<file path="src/rtl/logic_unit_sched.sv">
// logic_unit_sched
//   Round-robin scheduler in front of one shared 1-bit function-table logic
//   unit (out = func[{a,b}]). A granted request is evaluated bit-serially,
//   LSB first, over WIDTH cycles. The WIDTH-bit result is then returned with
//   a single-cycle done pulse.
//
// Ports
//   clk       system clock, rising edge
//   rst_n     asynchronous active-low reset
//   req       per-requester request, held until the requester's gnt bit
//   req_func  4-bit function code per requester, slice i = [4i+3:4i]
//   req_a     operand A per requester, slice i = [WIDTH*i +: WIDTH]
//   req_b     operand B per requester, same slicing
//   gnt       one-hot acceptance pulse, first RUN cycle only
//   busy      high whenever the FSM is not IDLE
//   done      single-cycle result-valid pulse
//   done_id   requester index for the word on result
//   result    result word, held until the next done
//
// state | meaning
// IDLE  | waiting; req sampled here only, winner captured on the edge
// RUN   | one result bit per cycle, counter 0..WIDTH-1; gnt in first cycle
// DONE  | done pulse; result/done_id already updated on entry
module logic_unit_sched #(
  parameter int N_REQ = 4,
  parameter int WIDTH = 8,
  localparam int ID_W = (N_REQ > 1) ? $clog2(N_REQ) : 1
) (
  input  logic                   clk,
  input  logic                   rst_n,
  input  logic [N_REQ-1:0]       req,
  input  logic [4*N_REQ-1:0]     req_func,
  input  logic [WIDTH*N_REQ-1:0] req_a,
  input  logic [WIDTH*N_REQ-1:0] req_b,
  output logic [N_REQ-1:0]       gnt,
  output logic                   busy,
  output logic                   done,
  output logic [ID_W-1:0]        done_id,
  output logic [WIDTH-1:0]       result
);

  localparam int CNT_W = (WIDTH > 1) ? $clog2(WIDTH) : 1;

  typedef enum logic [1:0] {
    IDLE = 2'd0,
    RUN  = 2'd1,
    DONE = 2'd2
  } state_t;

  state_t             state_q, state_d;
  logic [ID_W-1:0]    ptr_q, ptr_d;
  logic [CNT_W-1:0]   cnt_q, cnt_d;
  logic [ID_W-1:0]    id_q, id_d;
  logic [3:0]         func_q, func_d;
  logic [WIDTH-1:0]   a_q, a_d;
  logic [WIDTH-1:0]   b_q, b_d;
  logic [WIDTH-1:0]   acc_q, acc_d;
  logic [WIDTH-1:0]   result_q, result_d;
  logic [ID_W-1:0]    done_id_q, done_id_d;

  // Winner search: duplicate req and shift by the pointer so that bit k of
  // the shifted vector is requester (ptr+k) mod N_REQ.
  logic [2*N_REQ-1:0] req_rot;
  logic               win_found;
  logic [ID_W-1:0]    win_id;

  always_comb begin
    req_rot   = {req, req} >> ptr_q;
    win_found = 1'b0;
    win_id    = '0;
    for (int k = 0; k < N_REQ; k++) begin
      if (!win_found && req_rot[k]) begin
        win_found = 1'b1;
        win_id    = ID_W'((int'(ptr_q) + k) % N_REQ);
      end
    end
  end

  // Operand mux for the winning requester.
  logic [3:0]       sel_func;
  logic [WIDTH-1:0] sel_a;
  logic [WIDTH-1:0] sel_b;

  always_comb begin
    sel_func = '0;
    sel_a    = '0;
    sel_b    = '0;
    for (int i = 0; i < N_REQ; i++) begin
      if (ID_W'(i) == win_id) begin
        sel_func = req_func[4*i +: 4];
        sel_a    = req_a[WIDTH*i +: WIDTH];
        sel_b    = req_b[WIDTH*i +: WIDTH];
      end
    end
  end

  logic lu_bit;
  assign lu_bit = func_q[{a_q[cnt_q], b_q[cnt_q]}];

  // State register
  always_ff @(posedge clk or negedge rst_n) begin
    if (!rst_n) begin
      state_q   <= IDLE;
      ptr_q     <= '0;
      cnt_q     <= '0;
      id_q      <= '0;
      func_q    <= '0;
      a_q       <= '0;
      b_q       <= '0;
      acc_q     <= '0;
      result_q  <= '0;
      done_id_q <= '0;
    end else begin
      state_q   <= state_d;
      ptr_q     <= ptr_d;
      cnt_q     <= cnt_d;
      id_q      <= id_d;
      func_q    <= func_d;
      a_q       <= a_d;
      b_q       <= b_d;
      acc_q     <= acc_d;
      result_q  <= result_d;
      done_id_q <= done_id_d;
    end
  end

  // Next-state and datapath
  always_comb begin
    state_d   = state_q;
    ptr_d     = ptr_q;
    cnt_d     = cnt_q;
    id_d      = id_q;
    func_d    = func_q;
    a_d       = a_q;
    b_d       = b_q;
    acc_d     = acc_q;
    result_d  = result_q;
    done_id_d = done_id_q;
    unique case (state_q)
      IDLE: begin
        if (win_found) begin
          func_d  = sel_func;
          a_d     = sel_a;
          b_d     = sel_b;
          id_d    = win_id;
          ptr_d   = ID_W'((int'(win_id) + 1) % N_REQ);
          cnt_d   = '0;
          state_d = RUN;
        end
      end
      RUN: begin
        acc_d[cnt_q] = lu_bit;
        cnt_d        = cnt_q + CNT_W'(1);
        if (cnt_q == CNT_W'(WIDTH - 1)) begin
          // Publish on entry to DONE so result/done_id are valid with done
          // and untouched while the next operation runs.
          result_d  = acc_d;
          done_id_d = id_q;
          cnt_d     = '0;
          state_d   = DONE;
        end
      end
      DONE: begin
        state_d = IDLE;
      end
      default: begin
        state_d = IDLE;
      end
    endcase
  end

  // Outputs
  always_comb begin
    gnt  = '0;
    busy = (state_q != IDLE);
    done = (state_q == DONE);
    if (state_q == RUN && cnt_q == '0) begin
      gnt[id_q] = 1'b1;
    end
  end

  assign done_id = done_id_q;
  assign result  = result_q;

endmodule

</file>
<file path="config.mk">
export PLATFORM = sky130hd
export DESIGN_NAME = logic_unit_sched
export DESIGN_NICKNAME = d
export VERILOG_FILES = /design/src/rtl/logic_unit_sched.sv
export SDC_FILE = /design/constraint.sdc
export NUM_CORES = 1
export LEC_CHECK = 0
export CORE_MARGIN = 3
export CORE_UTILIZATION = 46
export DETAILED_ROUTE_END_ITERATION = 10
export GPL_ROUTABILITY_DRIVEN = 0
export GPL_TIMING_DRIVEN = 0
export HOLD_SLACK_MARGIN = 0.06
export PLACE_DENSITY_LB_ADDON = 0.25
export SLEW_MARGIN = 40
export SYNTH_ARGS = -nofsm -noshare
export SYNTH_HDL_FRONTEND = slang
export SYNTH_SLANG_ARGS = --single-unit
</file>
<file path="constraint.sdc">
create_clock -name clk -period 3.1 [get_ports clk]
set_input_delay 0.62 -clock clk [delete_from_list [all_inputs] [get_ports clk]]
set_output_delay 0.62 -clock clk [all_outputs]
set_load 0.01 [all_outputs]
</file>
* After elaboration in Yosys (flattened, before gate mapping) *
Cells that the tools add are included.

word-level totals
  flip-flop bits (word level) = 47
  logic and storage cells = 85

operators by class
  add/sub/neg operators = 5
  magnitude comparators = 5
  equality and inequality tests = 8
  shift-type cells = 1
  mux-type cells = 38
  reduce and logical (&&, ||, !) cells = 18

operator list
  cell                 number
  $mux 8               8
  $mux 4               5
  $mux 2               6
  $mux 1               9
  $bwmux 8             1
  $reduce_and 2->1     4
  $shr 8x2->4          1
  $bmux 1 s3           2
  $logic_and 1x1->1    6
  $lt 2x3->1 const B   2
  $mux 3               2
  $pmux 3 s2           1
  $add 2x1->2 const B  2
  $add 2x2->2 const B  2
  $eq 2x2->1 const A   2
  $logic_not 2->1      2
  $lt 3x4->1 const B   1
  $ne 2x2->1 const B   2
  $pmux 2 s2           1
  $reduce_bool 2->1    2
  $add 3x1->3 const B  1
  $demux 1 s3          1
  $eq 3x3->1 const B   1
  $ge 3x1->1 const B   1
  other kinds (8)      10

* Logic depth before layout (Yosys ltp) *
Gate-level depths: netlist of run 1.

  depth after elaboration = 16
  mapped depth = 12

* Worst setup path before layout of run 1 *
OpenSTA, ideal clock, no wires.

  path kind = input to register
  start = input req[2]
  end = register a_q[7]
  setup time = 0.136 ns
  arrival time = 2.403 ns
  required time = 2.964 ns
  path slack = 0.561 ns
  stages = 12
  buffers on the path = 2
  cells stage by stage = mux2i_1 > nor2_1 > nor3_1 > inv_1 > ha_1 > clkbuf_1 > nor2b_1 > clkbuf_1 > a221oi_1 > nor3_1 > a21oi_1 > o21ai_0

on the way
  longest elaborated chain between the ends = 16
  elaborated cells between the ends (all ways) = 24
  those cells by class = eq/ne (3); shift (1); mux (12); reduce/logical (8)

ends and longest elaborated chain
  what                  line  text
  start, declared       31    input logic [N_REQ-1:0] req,
  $shr 8x2->4 *         68    req_rot = {req, req} >> ptr_q;
  $mux 1                72    if (!win_found && req_rot[k]) begin
  $logic_not 1->1       72
  $logic_and 1x1->1     72
  $mux 1                72
  $logic_not 1->1       72
  $logic_and 1x1->1     72
  $mux 1                72
  $logic_not 1->1       72
  $logic_and 1x1->1     72
  $mux 2 *              72
  named net win_id[0]   65    logic [ID_W-1:0] win_id;
  $logic_not 2->1       89    if (ID_W'(i) == win_id) begin
  $mux 8 (3 in series)  89
  $mux 8 *              89
  end signal, assigned  108   a_q <= '0;
  end signal, assigned  119   a_q <= a_d;
  end, declared         55    logic [WIDTH-1:0] a_q, a_d;

Mark *: on every way through the listed nets, which the timed path passes. The rest lies on a longest branch.
A chain may end at the register's enable or synchronous reset.

* Worst setup path in the final report of run 1 *
  start = register cnt_q[2]
  end = output gnt[0]

on the way
  longest elaborated chain between the ends = 3

ends and longest elaborated chain
  what                    line  text
  start, declared         52    logic [CNT_W-1:0] cnt_q, cnt_d;
  start signal, assigned  116   cnt_q <= cnt_d;
  $logic_not 3->1         177   if (state_q == RUN && cnt_q == '0) begin
  $logic_and 1x1->1       177
  $mux 4                  177
  end, declared           35    output logic [N_REQ-1:0] gnt,

Every way passes these cells.

==> flow_metrics.py, run 1 <==
metrics = {
    "outcome": {
        "status": "finished clean",
    },
    "sta": {
        "skew_ns": 0.007283,
        "rsz0062_at_grt": "false",
        "holdWs_ns": 0.1563,
        "fin_ws_ns": 0.2129,
        "worst_pin_slew_ns": 0.4820,
        "min_period_ns": 2.887,
        "fmax_mhz": 346.4,
        "period_share_pct": 93.13,
        "finalMaxSlewViolations": 0,
        "setup_tns_ns": 0,
        "final-hold-violation-count": 0,
        "slew-limit-headroom_pct": 67.87,
        "setup_viol": 0,
    },
    "global_route": {
        "grt_pass1_vias": 2978,
        "grt_use_total_pct": 22.45,
        "grt_pass1_wl_mm": 13.43,
        "antenna_found_initial": 0,
        "grt-ovfl-total": 0,
        "grt_max_degree": 33,
    },
    "cts": {
        "cts_hold_buf": 0,
        "cts_tree": "built",
        "cts.sinks": 47,
        "cts_max_level": 2,
        "root_buffer": "clkbuf_8",
        "postCtsSetupBuffers": 0,
        "cts_made_buffers": 5,
        "clock_path_buffers": 2,
        "worstSkewPairLatency_ns": 0.31,
        "path_clk_slew_ns": 0.09,
    },
    "critical_path": {
        "cp-start-kind": "flop",
        "critical_path_class": "reg2out",
        "worstPathCellList": "clkbuf_1, nor2_1, nand2_1, nor3_1, clkdlybuf4s50_1",
        "rrSetupSlack_ns": 0.51,
        "cp_num_buf_inv": 2,
        "crit_fanout": 10,
        "crit_family": "buffers and inverters",
        "cp.arrival_ns": 2.27,
        "cp_data_required_time_ns": 2.48,
        "cp_slowest_stage_delay_ns": 0.57,
        "crit_path_end_kind": "output pin",
        "critPathSlowestCell": "clkdlybuf4s50_1",
    },
    "layout": {
        "n_antenna_cell": 0,
        "fin_cells": 515,
        "layout.nets": 532,
        "areaGrowthSynthToFinish_pct": 42.96,
        "n_fill_cell": 500,
        "drive_above_1_share_pct": 5.909,
        "finalCoreUtilization_pct": 69.10,
        "final_area_mm2": 0.004164,
    },
    "synthesis": {
        "synth_nets": 424,
        "synth.distinct_cells": 35,
        "synth_seq_area_share_pct": 40.38,
        "synthFlopType": "dfrtp_1",
        "ys_ff_latch": 47,
        "synth_warnings": 0,
        "async_reset_ff_share_pct": 100.0,
        "synth.avg_cell_area_um2": 8.800,
        "synth_area_mm2": 0.002913,
        "syn_inst": 331,
        "synth_edf_count": 0,
    },
    "detailed_routing": {
        "vias": 2906,
        "vias_per_cell": 5.643,
        "drc": 0,
        "ant_nets": 0,
        "drt_iter0_markers": 83,
        "first_pass_iters": 4,
        "routedWlPerCell_um": 15.39,
        "wl_mm": 7.928,
    },
    "floorplanning": {
        "core_area_mm2": 0.006026,
        "die_w_um": 85.58,
        "fp-row-count": 28,
        "start_util_pct": 48.34,
        "io_pins": 102,
        "die_h_um": 85.58,
        "die-area_mm2": 0.007323,
    },
    "power_and_ir_drop": {
        "p_leak_nw": 1.668,
        "powerDensity_mw_per_mm2": 882.8,
        "total_power_mw": 3.676,
        "peakVddDrop_v": 0.0005653,
    },
    "run": {
        "drv_cap": 0,
    },
    "placed_design": {
        "place_ws_ns": -0.5333,
        "dpl.cell_count": 508,
        "hpwl_mm": 6.399,
        "placed_area_mm2": 0.004035,
        "port_buffers": 101,
    },
    "hold_path": {
        "min_path_type": "in2async",
    },
}
==> cell usage in the layout, fill, tap and decap left out, types with 2 or more instances in the layout <==
cell type and count:
a21oi_1 35, a221oi_1 11, a22oi_1 7, buf_6 2, clkbuf_1 20, clkbuf_2 2, clkbuf_8 5, clkdlybuf4s50_1 100
dfrtp_1 47, ha_1 6, inv_1 7, mux2i_1 4, mux4_1 4, nand2_1 51, nand2b_1 4, nand3_1 6
nand3b_1 10, nor2_1 16, nor2b_1 14, nor3_1 14, o211ai_1 9, o21a_1 10, o21ai_0 25, o31ai_1 5
o31ai_2 2, o41ai_1 4, or2_2 2
==> cells by family after synthesis <==
group	Yosys count	share of synthesized area, %
and+or+nand+nor	120	19.54
AOI/OAI and AO/OA	113	25.64
DFF	47	40.38
buffers and inverters	33	4.768
muxes	11	6.658
adders and majority gates	7	3.007
==> layout make-up <==
cell class | count | area, um2 | share of cell area [%]
Sequential cell | 47 | 1176 | 28.25
Tap cell | 75 | 93.84 | 2.254
Clock inverter | 3 | 47.55 | 1.142
Multi-Input combinational cell | 251 | 1612 | 38.70
Buffer | 25 | 111.4 | 2.674
Inverter | 7 | 26.28 | 0.6310
Clock buffer | 5 | 68.82 | 1.653
Timing Repair Buffer | 102 | 1028 | 24.70
==> synthesized netlist by cell type, types with 6 or more instances <==
master / n / area [um2]
a21oi_1: 35 / 175.2
a221oi_1: 11 / 96.34
a22oi_1: 7 / 52.55
clkbuf_1: 23 / 86.33
dfrtp_1: 47 / 1176
ha_1: 7 / 87.58
inv_1: 7 / 26.28
nand2_1: 51 / 191.4
nand3_1: 6 / 30.03
nand3b_1: 10 / 75.07
nor2_1: 16 / 60.06
nor2b_1: 14 / 87.58
nor3_1: 15 / 75.07
o211ai_1: 9 / 67.56
o21a_1: 10 / 75.07
o21ai_0: 25 / 125.1
==> report_power, final <==
| group | total [mW] | internal, mW | switching [mW] |
|---|---|---|---|
| Clock | 0.472 | 0.245 | 0.227 |
| Sequential | 1.08 | 0.900 | 0.179 |
| Combinational | 2.12 | 0.964 | 1.16 |
| Total | 3.68 | 2.11 | 1.57 |
==> sequential cells by signal, indices dropped and copies added, names as in the netlist <==
name and flops:
done_id 2, ptr_q 2, func_q 4, state_q 2, id_q 2, b_q 8, acc_q 8, cnt_q 3
result 8, a_q 8
==> timing repair <==
action	CTS	global route
gates resized for setup	2	5
endpoints found under the setup margin	10	11
gates cloned	0	0
==> per-layer routing <==
| layer | vias to the layer above | track usage (%) | share of wire [%] |
|---|---|---|---|
| met5 | - | 0 | 0 |
| met4 | 0 | 6.763 | 1.5 |
| met3 | 10 | 4.515 | 6.8 |
| met2 | 108 | 38.84 | 49 |
| met1 | 1371 | 28.36 | 43 |
| li1 | 1417 | - | - |
==> path summary, 6_finish.rpt <==
path,start,to,cells past startpoint
setup / recovery,cnt_q[2],gnt[0],5
hold / removal,rst_n,done_id[1],1
setup reg to reg,ptr_q[1],b_q[5],11
hold reg to reg,done_id[1],done_id[1],2
max in group asynchronous,rst_n,func_q[3],2
min in group clk,done_id[1],done_id[1],2
Power figures use the tool's default switching activity.
==> inputs of run 2 (changes only) <==
- clock period: 3.1 -> 2.9 ns (I/O delays scaled with it)
==> flow_metrics.py, run 2 (same netlist as run 1, synthesis figures left out) <==
metrics = {
    "outcome": {
        "status": "finished clean",
    },
    "sta": {
        "setup_viol": 0,
        "min_period_ns": 2.771,
        "rsz0062_at_grt": "true",
        "skew_ns": 0.006740,
        "period_share_pct": 95.55,
        "final-hold-violation-count": 0,
        "worst_pin_slew_ns": 0.4811,
        "slew-limit-headroom_pct": 67.93,
        "fin_ws_ns": 0.1289,
        "fmax_mhz": 360.9,
        "finalMaxSlewViolations": 0,
    },
    "layout": {
        "final_area_mm2": 0.004212,
        "drive_above_1_share_pct": 7.710,
        "areaGrowthSynthToFinish_pct": 44.59,
        "final_cell_mix": "clkdlybuf4s50_1 (100), nand2_1 (51), dfrtp_1 (47), a21oi_1 (35), o21ai_0 (25)",
        "layout.nets": 533,
        "final_common_cell": "clkdlybuf4s50_1",
        "n_antenna_cell": 0,
    },
    "global_route": {
        "grt_pass1_vias": 2978,
        "grt_use_total_pct": 22.45,
        "grt_pass1_wl_mm": 13.43,
        "antenna_found_initial": 0,
        "grt_max_degree": 33,
        "grt-ovfl-total": 0,
    },
    "critical_path": {
        "cp-start-kind": "primary input",
        "critical_path_class": "in2reg",
        "crit_path_end_kind": "flop",
        "cp_data_required_time_ns": 3.08,
        "crit_fanout": 10,
        "cp.arrival_ns": 2.95,
    },
    "power_and_ir_drop": {
        "peakVddDrop_v": 0.0006127,
        "total_power_mw": 3.981,
        "p_leak_nw": 1.692,
        "powerDensity_mw_per_mm2": 945.2,
    },
    "placed_design": {
        "place_ws_ns": -0.6933,
        "placed_area_mm2": 0.004035,
        "port_buffers": 101,
        "hpwl_mm": 6.399,
    },
    "floorplanning": {
        "die_h_um": 85.58,
        "fp-row-count": 28,
        "core_area_mm2": 0.006026,
        "io_pins": 102,
        "die_w_um": 85.58,
        "die-area_mm2": 0.007323,
        "start_util_pct": 48.34,
    },
    "detailed_routing": {
        "drt_iter0_markers": 92,
        "vias": 2903,
        "first_pass_iters": 4,
        "wl_mm": 7.980,
        "routedWlPerCell_um": 15.47,
        "ant_nets": 0,
        "drc": 0,
        "vias_per_cell": 5.626,
    },
    "cts": {
        "cts_tree": "built",
        "cts_made_buffers": 5,
        "clock_path_buffers": 2,
        "worstSkewPairLatency_ns": 0.31,
        "cts_max_level": 2,
        "cts.sinks": 47,
        "path_clk_slew_ns": 0.09,
        "root_buffer": "clkbuf_8",
    },
    "run": {
        "drv_cap": 0,
    },
    "hold_path": {
        "min_path_type": "in2async",
    },
}
run 2: layer usage:
layer / up-vias / GRT usage, % / share of wire, %
li1: 1416 / - / -
met1: 1383 / 28.36 / 44
met2: 95 / 38.84 / 49
met3: 9 / 4.515 / 6.2
met4: 0 / 6.763 / 1.5
met5: - / 0 / 0
run 2: what timing repair did:
item,in CTS,in global routing
setup buffers,0,2
setup endpoints to repair,11,24
hold endpoints to repair,0,0
resized for setup,4,13
cloned,0,0
hold buffers,0,0
pin swaps,0,1
run 2: cell type report:
cell class | instances | area [um2]
plain buffers | 24 | 112.6
clock buffers | 5 | 68.82
clock inverters | 3 | 47.55
fillers | 497 | 1814
inverters | 7 | 26.28
multi-input cells | 251 | 1643
flip-flops and latches | 47 | 1176
well taps | 75 | 93.84
repair buffers | 104 | 1044
run 2: path summary, 6_finish.rpt:
| check | slack, ns | startpoint | endpoint | cells after the start |
|---|---|---|---|---|
| max in group asynchronous | 2.35 | rst_n | acc_q[0] | 2 |
| worst max-delay path | 0.13 | req[2] | b_q[6] | 12 |
| min in group clk | 0.48 | done_id[1] | done_id[1] | 2 |
| worst min register to register | 0.48 | done_id[1] | done_id[1] | 2 |
| worst min-delay path | 0.12 | rst_n | done_id[1] | 1 |
| worst max register to register | 0.36 | ptr_q[1] | b_q[6] | 11 |
run 2: worst max-delay path, stage by stage:
cell and delay, ns:
clkdlybuf4s50_1 0.48, mux2i_1 0.17, nor2_1 0.07, nor3_2 0.34, inv_1 0.15, ha_4 0.23
nor2b_1 0.15, buf_2 0.18, a221oi_1 0.29, nor3_1 0.08, a21oi_1 0.14, o21ai_0 0.09
run 2: through the flow:
stage / instances / hold WS, ns / TNS, ns / util, %
4_1_cts: 515 / 0.1257 / 0 / 69.00
2_1_floorplan: 331 / 0.2844 / 0 / -
3_3_place_gp: 507 / 0.4546 / -7.236 / 66.67
3_5_place_dp: 508 / 0.4578 / -8.665 / 66.96
5_1_grt: 516 / 0.1303 / -0.1586 / 69.89
6_report: 516 / 0.1213 / 0 / 69.89
run 2: power by group:
group	switching, mW	internal (mW)	total, mW
sequential	0.191	0.962	1.15
combinational	1.26	1.07	2.33
clock	0.241	0.262	0.502
==> inputs of run 3 (changes only) <==
- HOLD_SLACK_MARGIN: 0.06 -> unset
==> results of run 3 <==
Final layout, timing and power as in run 2 (identical DEF).
